===== config.mk =====
export PLATFORM = sky130hd
export DESIGN_NAME = pipeline_hazard_ctrl
export DESIGN_NICKNAME = d
export VERILOG_FILES = /design/src/rtl/mips_pipe_pkg.sv /design/src/rtl/hazard_stall_counter.sv /design/src/rtl/pipeline_hazard_ctrl.sv
export SDC_FILE = /design/constraint.sdc
export NUM_CORES = 1
export LEC_CHECK = 0
export ABC_AREA = 1
export CORE_UTILIZATION = 43
export DETAILED_ROUTE_END_ITERATION = 6
export PLACE_DENSITY = 0.82
export SLEW_MARGIN = 20
export SYNTH_ARGS = -nofsm -noshare
export SYNTH_HDL_FRONTEND = slang
export SYNTH_HIERARCHICAL = 1
export SYNTH_SLANG_ARGS = --single-unit

===== constraint.sdc =====
create_clock -name clk -period 4.68 [get_ports clk]
set_clock_uncertainty 0.15 [all_clocks]
set_input_delay 0.936 -clock clk [delete_from_list [all_inputs] [get_ports clk]]
set_output_delay 0.936 -clock clk [all_outputs]
set_load 0.005 [all_outputs]

===== src/rtl/mips_pipe_pkg.sv =====
// mips_pipe_pkg: shared constants for the MIPS32 pipeline control blocks.
// Holds the hazard FSM state encoding, the register-zero address, the default
// register-address width and the packed control-word patterns driven by
// pipeline_hazard_ctrl.
package mips_pipe_pkg;

    localparam int SIZE_ADDR = 5;

    localparam logic [SIZE_ADDR-1:0] REG_ZERO = '0;

    typedef enum logic [1:0] {
        ST_RUN      = 2'd0,
        ST_MEM_WAIT = 2'd1,
        ST_ERROR    = 2'd2
    } state_t;

    // Control word: {pc_en, if_id_en, if_id_flush, id_ex_en, id_ex_flush,
    //                ex_mem_en, mem_wb_en, mem_wb_bubble}
    localparam logic [7:0] CTL_RUN    = 8'b1101_0110;
    localparam logic [7:0] CTL_BRANCH = 8'b1111_1110;
    localparam logic [7:0] CTL_LOAD   = 8'b0001_1110;
    localparam logic [7:0] CTL_MSTALL = 8'b0000_0011;
    localparam logic [7:0] CTL_FREEZE = 8'b0000_0001;
    localparam logic [7:0] CTL_RESET  = 8'b0010_1001;

endpackage


===== src/rtl/hazard_stall_counter.sv =====
// hazard_stall_counter: saturating 32-bit event counter.
// Ports:
//   clk   - clock
//   rst_n - synchronous active-low clear
//   inc   - count one event this cycle
//   count - running total, holds at 0xFFFFFFFF
module hazard_stall_counter (
    input  logic        clk,
    input  logic        rst_n,
    input  logic        inc,
    output logic [31:0] count
);

    always_ff @(posedge clk) begin
        if (!rst_n)
            count <= '0;
        else if (inc && count != '1)
            count <= count + 32'd1;
    end

endmodule


===== src/rtl/pipeline_hazard_ctrl.sv =====
// pipeline_hazard_ctrl: stall/flush sequencer for the 5-stage MIPS32 pipeline.
// Optional feature macro: HAZARD_STATS_EN (adds hazard event counters).
// Ports:
//   clk, rst_n                  - clock, synchronous active-low reset
//   id_rs, id_rt                - source registers of the ID instruction
//   ex_mem_read, ex_rt          - load in EX and its destination
//   branch_taken                - branch resolved taken in EX
//   mem_req, mem_ready          - data-memory access in MEM and its completion
//   pc_en .. mem_wb_bubble      - pipeline register enables / flushes
//   mem_err                     - sticky memory-timeout error
//   state_o                     - current FSM state
//   cnt_load_stall, cnt_mem_stall, cnt_flush - event counters (HAZARD_STATS_EN)
module pipeline_hazard_ctrl
    import mips_pipe_pkg::*;
#(
    parameter int SIZE_ADDR   = mips_pipe_pkg::SIZE_ADDR,
    parameter int MEM_TIMEOUT = 16,
    parameter int CNT_W       = 5
) (
    input  logic                 clk,
    input  logic                 rst_n,
    input  logic [SIZE_ADDR-1:0] id_rs,
    input  logic [SIZE_ADDR-1:0] id_rt,
    input  logic                 ex_mem_read,
    input  logic [SIZE_ADDR-1:0] ex_rt,
    input  logic                 branch_taken,
    input  logic                 mem_req,
    input  logic                 mem_ready,
    output logic                 pc_en,
    output logic                 if_id_en,
    output logic                 if_id_flush,
    output logic                 id_ex_en,
    output logic                 id_ex_flush,
    output logic                 ex_mem_en,
    output logic                 mem_wb_en,
    output logic                 mem_wb_bubble,
    output logic                 mem_err,
`ifdef HAZARD_STATS_EN
    output logic [31:0]          cnt_load_stall,
    output logic [31:0]          cnt_mem_stall,
    output logic [31:0]          cnt_flush,
`endif
    output logic [1:0]           state_o
);

    state_t           state, state_d;
    logic [CNT_W-1:0] cnt, cnt_d;
    logic             err_d;
    logic [7:0]       ctl;
    logic             mem_stall, load_use;

    assign mem_stall = mem_req && !mem_ready;
    assign load_use  = ex_mem_read && ex_rt != SIZE_ADDR'(REG_ZERO) &&
                       (ex_rt == id_rs || ex_rt == id_rt);

    assign {pc_en, if_id_en, if_id_flush, id_ex_en, id_ex_flush,
            ex_mem_en, mem_wb_en, mem_wb_bubble} = ctl;
    assign state_o = state;

    always_ff @(posedge clk) begin
        if (!rst_n) begin
            state   <= ST_RUN;
            cnt     <= '0;
            mem_err <= 1'b0;
        end else begin
            state   <= state_d;
            cnt     <= cnt_d;
            mem_err <= err_d;
        end
    end

    // A dropped mem_req while waiting is treated as completion.
    always_comb begin
        ctl     = CTL_RUN;
        state_d = state;
        cnt_d   = cnt;
        err_d   = mem_err;
        case (state)
            ST_RUN: begin
                if (mem_stall) begin
                    ctl     = CTL_MSTALL;
                    state_d = ST_MEM_WAIT;
                    cnt_d   = CNT_W'(1);
                end else if (branch_taken)
                    ctl = CTL_BRANCH;
                else if (load_use)
                    ctl = CTL_LOAD;
            end
            ST_MEM_WAIT: begin
                if (!mem_stall) begin
                    state_d = ST_RUN;
                    cnt_d   = '0;
                end else begin
                    ctl = CTL_MSTALL;
                    if (cnt == CNT_W'(MEM_TIMEOUT - 1)) begin
                        state_d = ST_ERROR;
                        err_d   = 1'b1;
                    end else
                        cnt_d = cnt + CNT_W'(1);
                end
            end
            ST_ERROR: ctl = CTL_FREEZE;
            default: begin
                ctl     = CTL_FREEZE;
                state_d = ST_RUN;
            end
        endcase
        if (!rst_n)
            ctl = CTL_RESET;
    end

`ifdef HAZARD_STATS_EN
    logic ev_ld, ev_ms, ev_fl;

    // Stall cycles are those where MEM holds the pipeline outside ERROR,
    // including the RUN cycle that enters the wait.
    assign ev_ms = rst_n && mem_stall && (state == ST_RUN || state == ST_MEM_WAIT);
    assign ev_fl = rst_n && state == ST_RUN && !mem_stall && branch_taken;
    assign ev_ld = rst_n && state == ST_RUN && !mem_stall && !branch_taken && load_use;

    hazard_stall_counter u_ld (.clk(clk), .rst_n(rst_n), .inc(ev_ld), .count(cnt_load_stall));
    hazard_stall_counter u_ms (.clk(clk), .rst_n(rst_n), .inc(ev_ms), .count(cnt_mem_stall));
    hazard_stall_counter u_fl (.clk(clk), .rst_n(rst_n), .inc(ev_fl), .count(cnt_flush));
`endif

endmodule


==> summary.md, run 1 <==
| Metric | Value |
|---|---|
| Via count | `827` |
| TritonRoute pass-1 iters | `4` |
| Internal | `135 µW` |
| CTS tree | `done` |
| Worst skew pair latency | `260 ps` |
| Family with the most delay on the worst path | `buffers and inverters` |
| Power Density | `181 mW/mm²` |
| Logic pwr share | `33.2%` |
| VDD IR max | `0.000205 V` |
| DRT antenna net count | `0` |
| CP endpoint kind | `primary output` |
| Sequential fraction of the synthesis area | `22.7%` |
| Final GP Congestion | `0.765` |
| Sink Count | `8` |
| WHS | `329 ps` |
| CP max stage cell | `clkdlybuf4s50_1` |
| Synth top area cells | `dfxtp_1, nand2_1, inv_1` |
| Die area | `0.00181 mm²` |
| Post-CTS sizing | `0` |
| First-pass GRT wire length | `3090 µm` |
| Most frequent cells in the layout | `nand2_1, clkdlybuf4s50_1, inv_1` |
| Status | `completed` |
| Total CTS buffers | `3` |
| CP max FO | `4` |
| Area growth syn-to-layout | `47.9%` |
| Initial antenna violation count | `0` |
| # hold bufs at CTS | `0` |
| Final period util | `78.1%` |
| Die Width | `42.5 µm` |
| Max frequency | `0.274 GHz` |
| Leading area contributor after synthesis | `dfxtp_1` |
| RSZ-0062 raised after global routing | `no` |
| Layout fillers | `135` |
| # rows | `14` |
| Chip height | `42.5 µm` |
| Synthesized Nets | `149` |
| Synthesized cell area | `706 µm²` |
| Diodes inserted | `0` |
| Crit path DAT | `2570 ps` |
| Post-Syn Instances | `126` |
| Slew HR | `84.9%` |
| Max Slew Vio Count | `0` |
| CP max stage delay | `490 ps` |
| Final TNS setup | `0 ps` |
| Syn_area_per_cell | `5.60 µm²` |
| Largest net degree at the start of global routing | `10` |
| Clk pwr share | `28.2%` |
| Layout cells sized above 1 | `7.59%` |
| Clk slew on worst S/H paths | `50 ps` |
| DR iter-0 viols | `29` |
| Hold Crit Class | `reg -> reg` |
| Cell chain of the critical path | `clkdlybuf4s50_1, inv_1, nand2_1, nand3_2, o21ai_0, inv_1, nand2_1, clkdlybuf4s50_1` |
| # DRC | `0` |
| Starting Density | `46.3%` |
| Post-CTS repair timing setup buffer count | `0` |
| # nets final | `183` |
| I/O Pins | `32` |
| Drt total wl | `1770 µm` |
| Sw Pwr | `54.1 µW` |
| Synth warnings | `6` |
| Global route overflow | `0` |
| CTS root buffer | `clkbuf_4` |
| Final HPWL DP | `1440 µm` |
| Setup Viol. Count Final | `0` |
| H-tree depth | `1` |
| Max-cap violation count | `0` |
| Worst EP required | `3590 ps` |
| Fin crit period | `3650 ps` |
| Post-synthesis register bit count | `8` |
| Tightest Pin Transition | `225 ps` |
| Buf/Inv on CP | `4` |
| LEAKAGE | `0.000525 µW` |
| Via density | `4.75` |
| WS Path Type | `in -> out` |
| Placed standard-cell area | `0.00102 mm²` |
| Max clock buf depth | `2` |
| Final instance area | `0.00104 mm²` |
| Commonest non-fill, non-tap cell in the layout | `nand2_1` |
| Buffers added on ports | `31` |
| Switch share | `28.6%` |
| Total GRT Usage | `21.9%` |
| Seq pwr share | `38.5%` |
| Final hold vios | `0` |
| Startpoint types | `primary input` |
| Placeable core area | `0.00152 mm²` |
| Vias in the first global route | `777` |
| Post-synth cell types | `19` |
| Top-area cell type share of the netlist area | `22.7%` |
| Wire length per cell after detailed routing | `10.2 µm` |
stage by stage:
stage	setup WS [ps]	total power (µW)	instances	utilization [%]
after floorplan	1950	104	126	-
after global placement	1090	135	171	67.0
after detailed placement	1020	137	171	67.0
after CTS	1010	190	174	68.5
after global routing	882	201	174	68.5
final	1030	189	174	68.5
worst reg2reg max path, cell delays in order (launching register included):
cell and delay (ps):
dfxtp_1 340, ha_1 220, nand2_1 90, nor2_1 50, ha_1 210, nand2_1 120
nor2_4 50, nor2_4 210, o21ai_0 130, o21ai_0 90, nor2_1 50
per-layer routing:
layer / vias to the layer above / wire, µm / share of wire [%] / global-route usage (%)
met1: 370 / 755 / 43 / 25.2
met2: 16 / 940 / 53 / 40.9
met5: - / 0 / 0 / 0
li1: 441 / - / - / -
met4: 0 / 0 / 0 / 1.88
met3: 0 / 75 / 4.2 / 6.47
state kept, by name, summed over array words and instances (netlist names):
register  cells
cnt           5
state_o       2
mem_err       1
power groups by stage:
stage | combinational [µW] | clock [µW] | sequential, µW
finish | 62.8 | 53.4 | 72.7
global route | 70.2 | 58.0 | 72.9
CTS | 63.0 | 54.3 | 72.7
detailed placement | 62.5 | 0 | 74.1
global placement | 60.7 | 0 | 74.0
floorplan | 30.0 | 0 | 73.6
cell usage after synthesis:
| cell type | number |
|---|---|
| nand3_2 | 1 |
| o21ai_0 | 7 |
| xnor2_1 | 2 |
| nand3b_1 | 1 |
| inv_1 | 26 |
| nor2_4 | 2 |
| ha_1 | 2 |
| a21oi_1 | 2 |
| dfxtp_1 | 8 |
| nor2_2 | 2 |
| nand3_1 | 6 |
| nand4_1 | 1 |
| nand2_2 | 1 |
| nor2_1 | 19 |
| o21ai_1 | 1 |
| a21oi_4 | 1 |
| nand2_1 | 40 |
| inv_2 | 2 |
| buf_4 | 2 |
area by class of cell:
class / instances / area, µm² / share of cell area [%]
multi-input cells: 88 / 425 / 40.8
inverters: 28 / 105 / 10.1
repair buffers: 31 / 310 / 29.7
well taps: 16 / 20.0 / 1.92
flip-flops and latches: 8 / 160 / 15.3
clock buffers: 3 / 22.5 / 2.16
path summary, 6_finish.rpt:
path | from | to | slack (ps) | cells after the start
max | mem_ready | id_ex_flush | 1030 | 8
min | mem_err$_SDFFE_PN0P_ | mem_err$_SDFFE_PN0P_ | 330 | 2
max reg2reg | cnt[0]$_SDFFE_PN0P_ | cnt[4]$_SDFFE_PN0P_ | 2830 | 10
min reg2reg | mem_err$_SDFFE_PN0P_ | mem_err$_SDFFE_PN0P_ | 330 | 2
logic make-up (layout without fill, tap and decap cells):
family                   count (synthesis)  count (layout)  share of synthesized area, %
XOR/XNOR                                 2               2                          2.48
buffers and inverters                   30              62                          17.0
adder cells (fa/ha/maj)                  2               2                          3.55
flip-flops                               8               8                          22.7
AO/OA/AOI/OAI                           11              11                          9.40
AND/OR/NAND/NOR                         73              73                          44.9
Note: power is estimated with default switching activity, not from simulation.
==> run 2: changes to the inputs <==
Settings changed: CORE_UTILIZATION 43 to 36, PLACE_DENSITY 0.82 to 0.73.
Clock period 4.68 ns to 3 ns, I/O delays scaled along.
==> summary.md, run 2 (synthesis gave the netlist of run 1 again) <==
| Metric | Value |
|---|---|
| Status | `completed` |
| Area growth syn-to-layout | `56.0%` |
| CP max FO | `4 (unchanged)` |
| Max frequency | `0.355 GHz` |
| Chip height | `46.3 µm (+8.9%)` |
| Total CTS buffers | `3 (unchanged)` |
| DRT antenna net count | `0 (unchanged)` |
| Metal2 WL | `978 µm (+4.0%)` |
| Setup Viol. Count Final | `0 (unchanged)` |
| Met3 WL | `112 µm (+49%)` |
| H-tree depth | `1 (unchanged)` |
| DR iter-0 viols | `10 (-66%)` |
| Final TNS setup | `0 ps (unchanged)` |
| Commonest non-fill, non-tap cell in the layout | `nand2_1` |
| CTS tree | `done` |
| # hold bufs at CTS | `0 (unchanged)` |
| Worst slack, placed | `18.5 ps (-1010 ps)` |
| TritonRoute pass-1 iters | `4 (unchanged)` |
| Setup WS post-layout | `183 ps (-843 ps)` |
| Max reg flops | `5 (unchanged)` |
| Crit path DAT | `2070 ps (-500 ps)` |
| Clk slew on worst S/H paths | `50 ps (about the same)` |
| Diodes inserted | `0 (unchanged)` |
| I/O Pins | `32 (unchanged)` |
| Power Density | `268 mW/mm² (+48%)` |
| Fin crit period | `2820 ps` |
| VDD IR max | `0.000229 V (+12%)` |
| Sink Count | `8 (unchanged)` |
| RSZ-0062 raised after global routing | `no` |
| FF-to-FF Start | `cnt[0]$_SDFFE_PN0P_` |
| Final GP Congestion | `0.826 (+7.9%)` |
| Drt total wl | `1920 µm (+8.2%)` |
| R2r setup slk | `1170 ps (-1660 ps)` |
| Final period util | `93.9%` |
| LEAKAGE | `0.000606 µW (+15%)` |
| Via density | `4.59 (-3.4%)` |
| Vias in the first global route | `777 (unchanged)` |
| Final HPWL DP | `1610 µm (+11%)` |
| Final Power | `295 µW (+56%)` |
| First-pass GRT wire length | `3020 µm (-2.5%)` |
| WS Path Type | `in -> out` |
| Wire length per cell after detailed routing | `10.3 µm (+1.3%)` |
| Tightest Pin Transition | `218 ps (-6.43 ps)` |
| Placed standard-cell area | `0.00105 mm² (+3.3%)` |
| # nets final | `186 (+1.6%)` |
| Die area | `0.00214 mm² (+18%)` |
| CP endpoint kind | `primary output` |
| Buffers added on ports | `31 (unchanged)` |
| Final hold vios | `0 (unchanged)` |
| Die Width | `46.3 µm (+8.9%)` |
| Max Slew Vio Count | `0 (unchanged)` |
| Min-delay src | `mem_err$_SDFFE_PN0P_` |
| Placeable core area | `0.00178 mm² (+17%)` |
| DR top layer | `met4` |
| CTS root buffer | `clkbuf_4` |
| Global route overflow | `0 (unchanged)` |
| Starting Density | `39.6% (-6.7 points)` |
| Worst skew pair latency | `250 ps (about the same)` |
| Largest net degree at the start of global routing | `10 (unchanged)` |
| Final instance area | `0.00110 mm² (+5.5%)` |
| Placed insts | `183 (+7.0%)` |
| Initial antenna violation count | `0 (unchanged)` |
| Via count | `854 (+3.3%)` |
| Slew HR | `85.4% (+0.55 points)` |
| Layout cells sized above 1 | `10.6% (+3.0 points)` |
| Max-cap violation count | `0 (unchanged)` |
| # DRC | `0 (unchanged)` |
| Hold Crit Class | `reg -> reg` |
| Layout Cells excl Fill | `186 (+6.9%)` |
| # rows | `15 (+1)` |
| Register with the most flip-flops | `cnt` |
| Worst Setup SP | `mem_ready` |
| Total GRT Usage | `19.7% (-2.2 points)` |
| Worst EP required | `2250 ps (-1340 ps)` |
| Startpoint types | `primary input` |
| Most frequent cells in the layout | `nand2_1, inv_1, clkdlybuf4s50_1` |
| Max clock buf depth | `2 (unchanged)` |
| Met1 WL | `820 µm (+8.6%)` |
run 2: layout make-up:
cell class / instances / area, µm²
Sequential cell: 8 / 160
Clock buffer: 3 / 22.5
Fill cell: 167 / 682
Inverter: 28 / 105
Timing Repair Buffer: 34 / 350
Tap cell: 25 / 31.3
Multi-Input combinational cell: 88 / 432
run 2: metrics by stage:
step / hold slack (ps) / util [%]
after floorplan: 315 / -
after global placement: 307 / 59.2
after detailed placement: 319 / 59.2
after CTS: 335 / 60.4
after global routing: 353 / 61.8
final: 324 / 61.8
run 2: critical path, stage by stage:
cell and delay (ps):
clkdlybuf4s50_1 490, inv_1 50, nand2_1 110, nand3_2 140
o21ai_2 160, clkdlybuf4s50_1 530
run 2: final timing paths:
check | cells after the start | endpoint
min | 2 | mem_err$_SDFFE_PN0P_
min reg2reg | 2 | mem_err$_SDFFE_PN0P_
max | 6 | if_id_flush
max reg2reg | 10 | cnt[4]$_SDFFE_PN0P_
run 2: timing repair:
item,4_1_cts,5_1_grt
setup endpoints to repair,0,4
resized for setup,0,10
setup buffers,0,0
run 2: metal layers:
layer	vias to the layer above	track usage, %
li1	445	-
met1	382	20.4
met2	25	37.2
met3	2	7.45
met4	0	3.53
met5	-	0
run 2: where the power goes:
part	switching [µW]	internal (µW)	leakage [µW]
Clock	34.1	45.6	0.0000138
Sequential	3.36	110	0.0000652
Combinational	46.2	55.7	0.000527
Total	83.7	212	0.000606
==> run 3: changes to the inputs <==
Settings changed: SLEW_MARGIN 20 to 40.
==> results of run 3 <==
Final layout, timing and power as in run 2 (identical DEF).
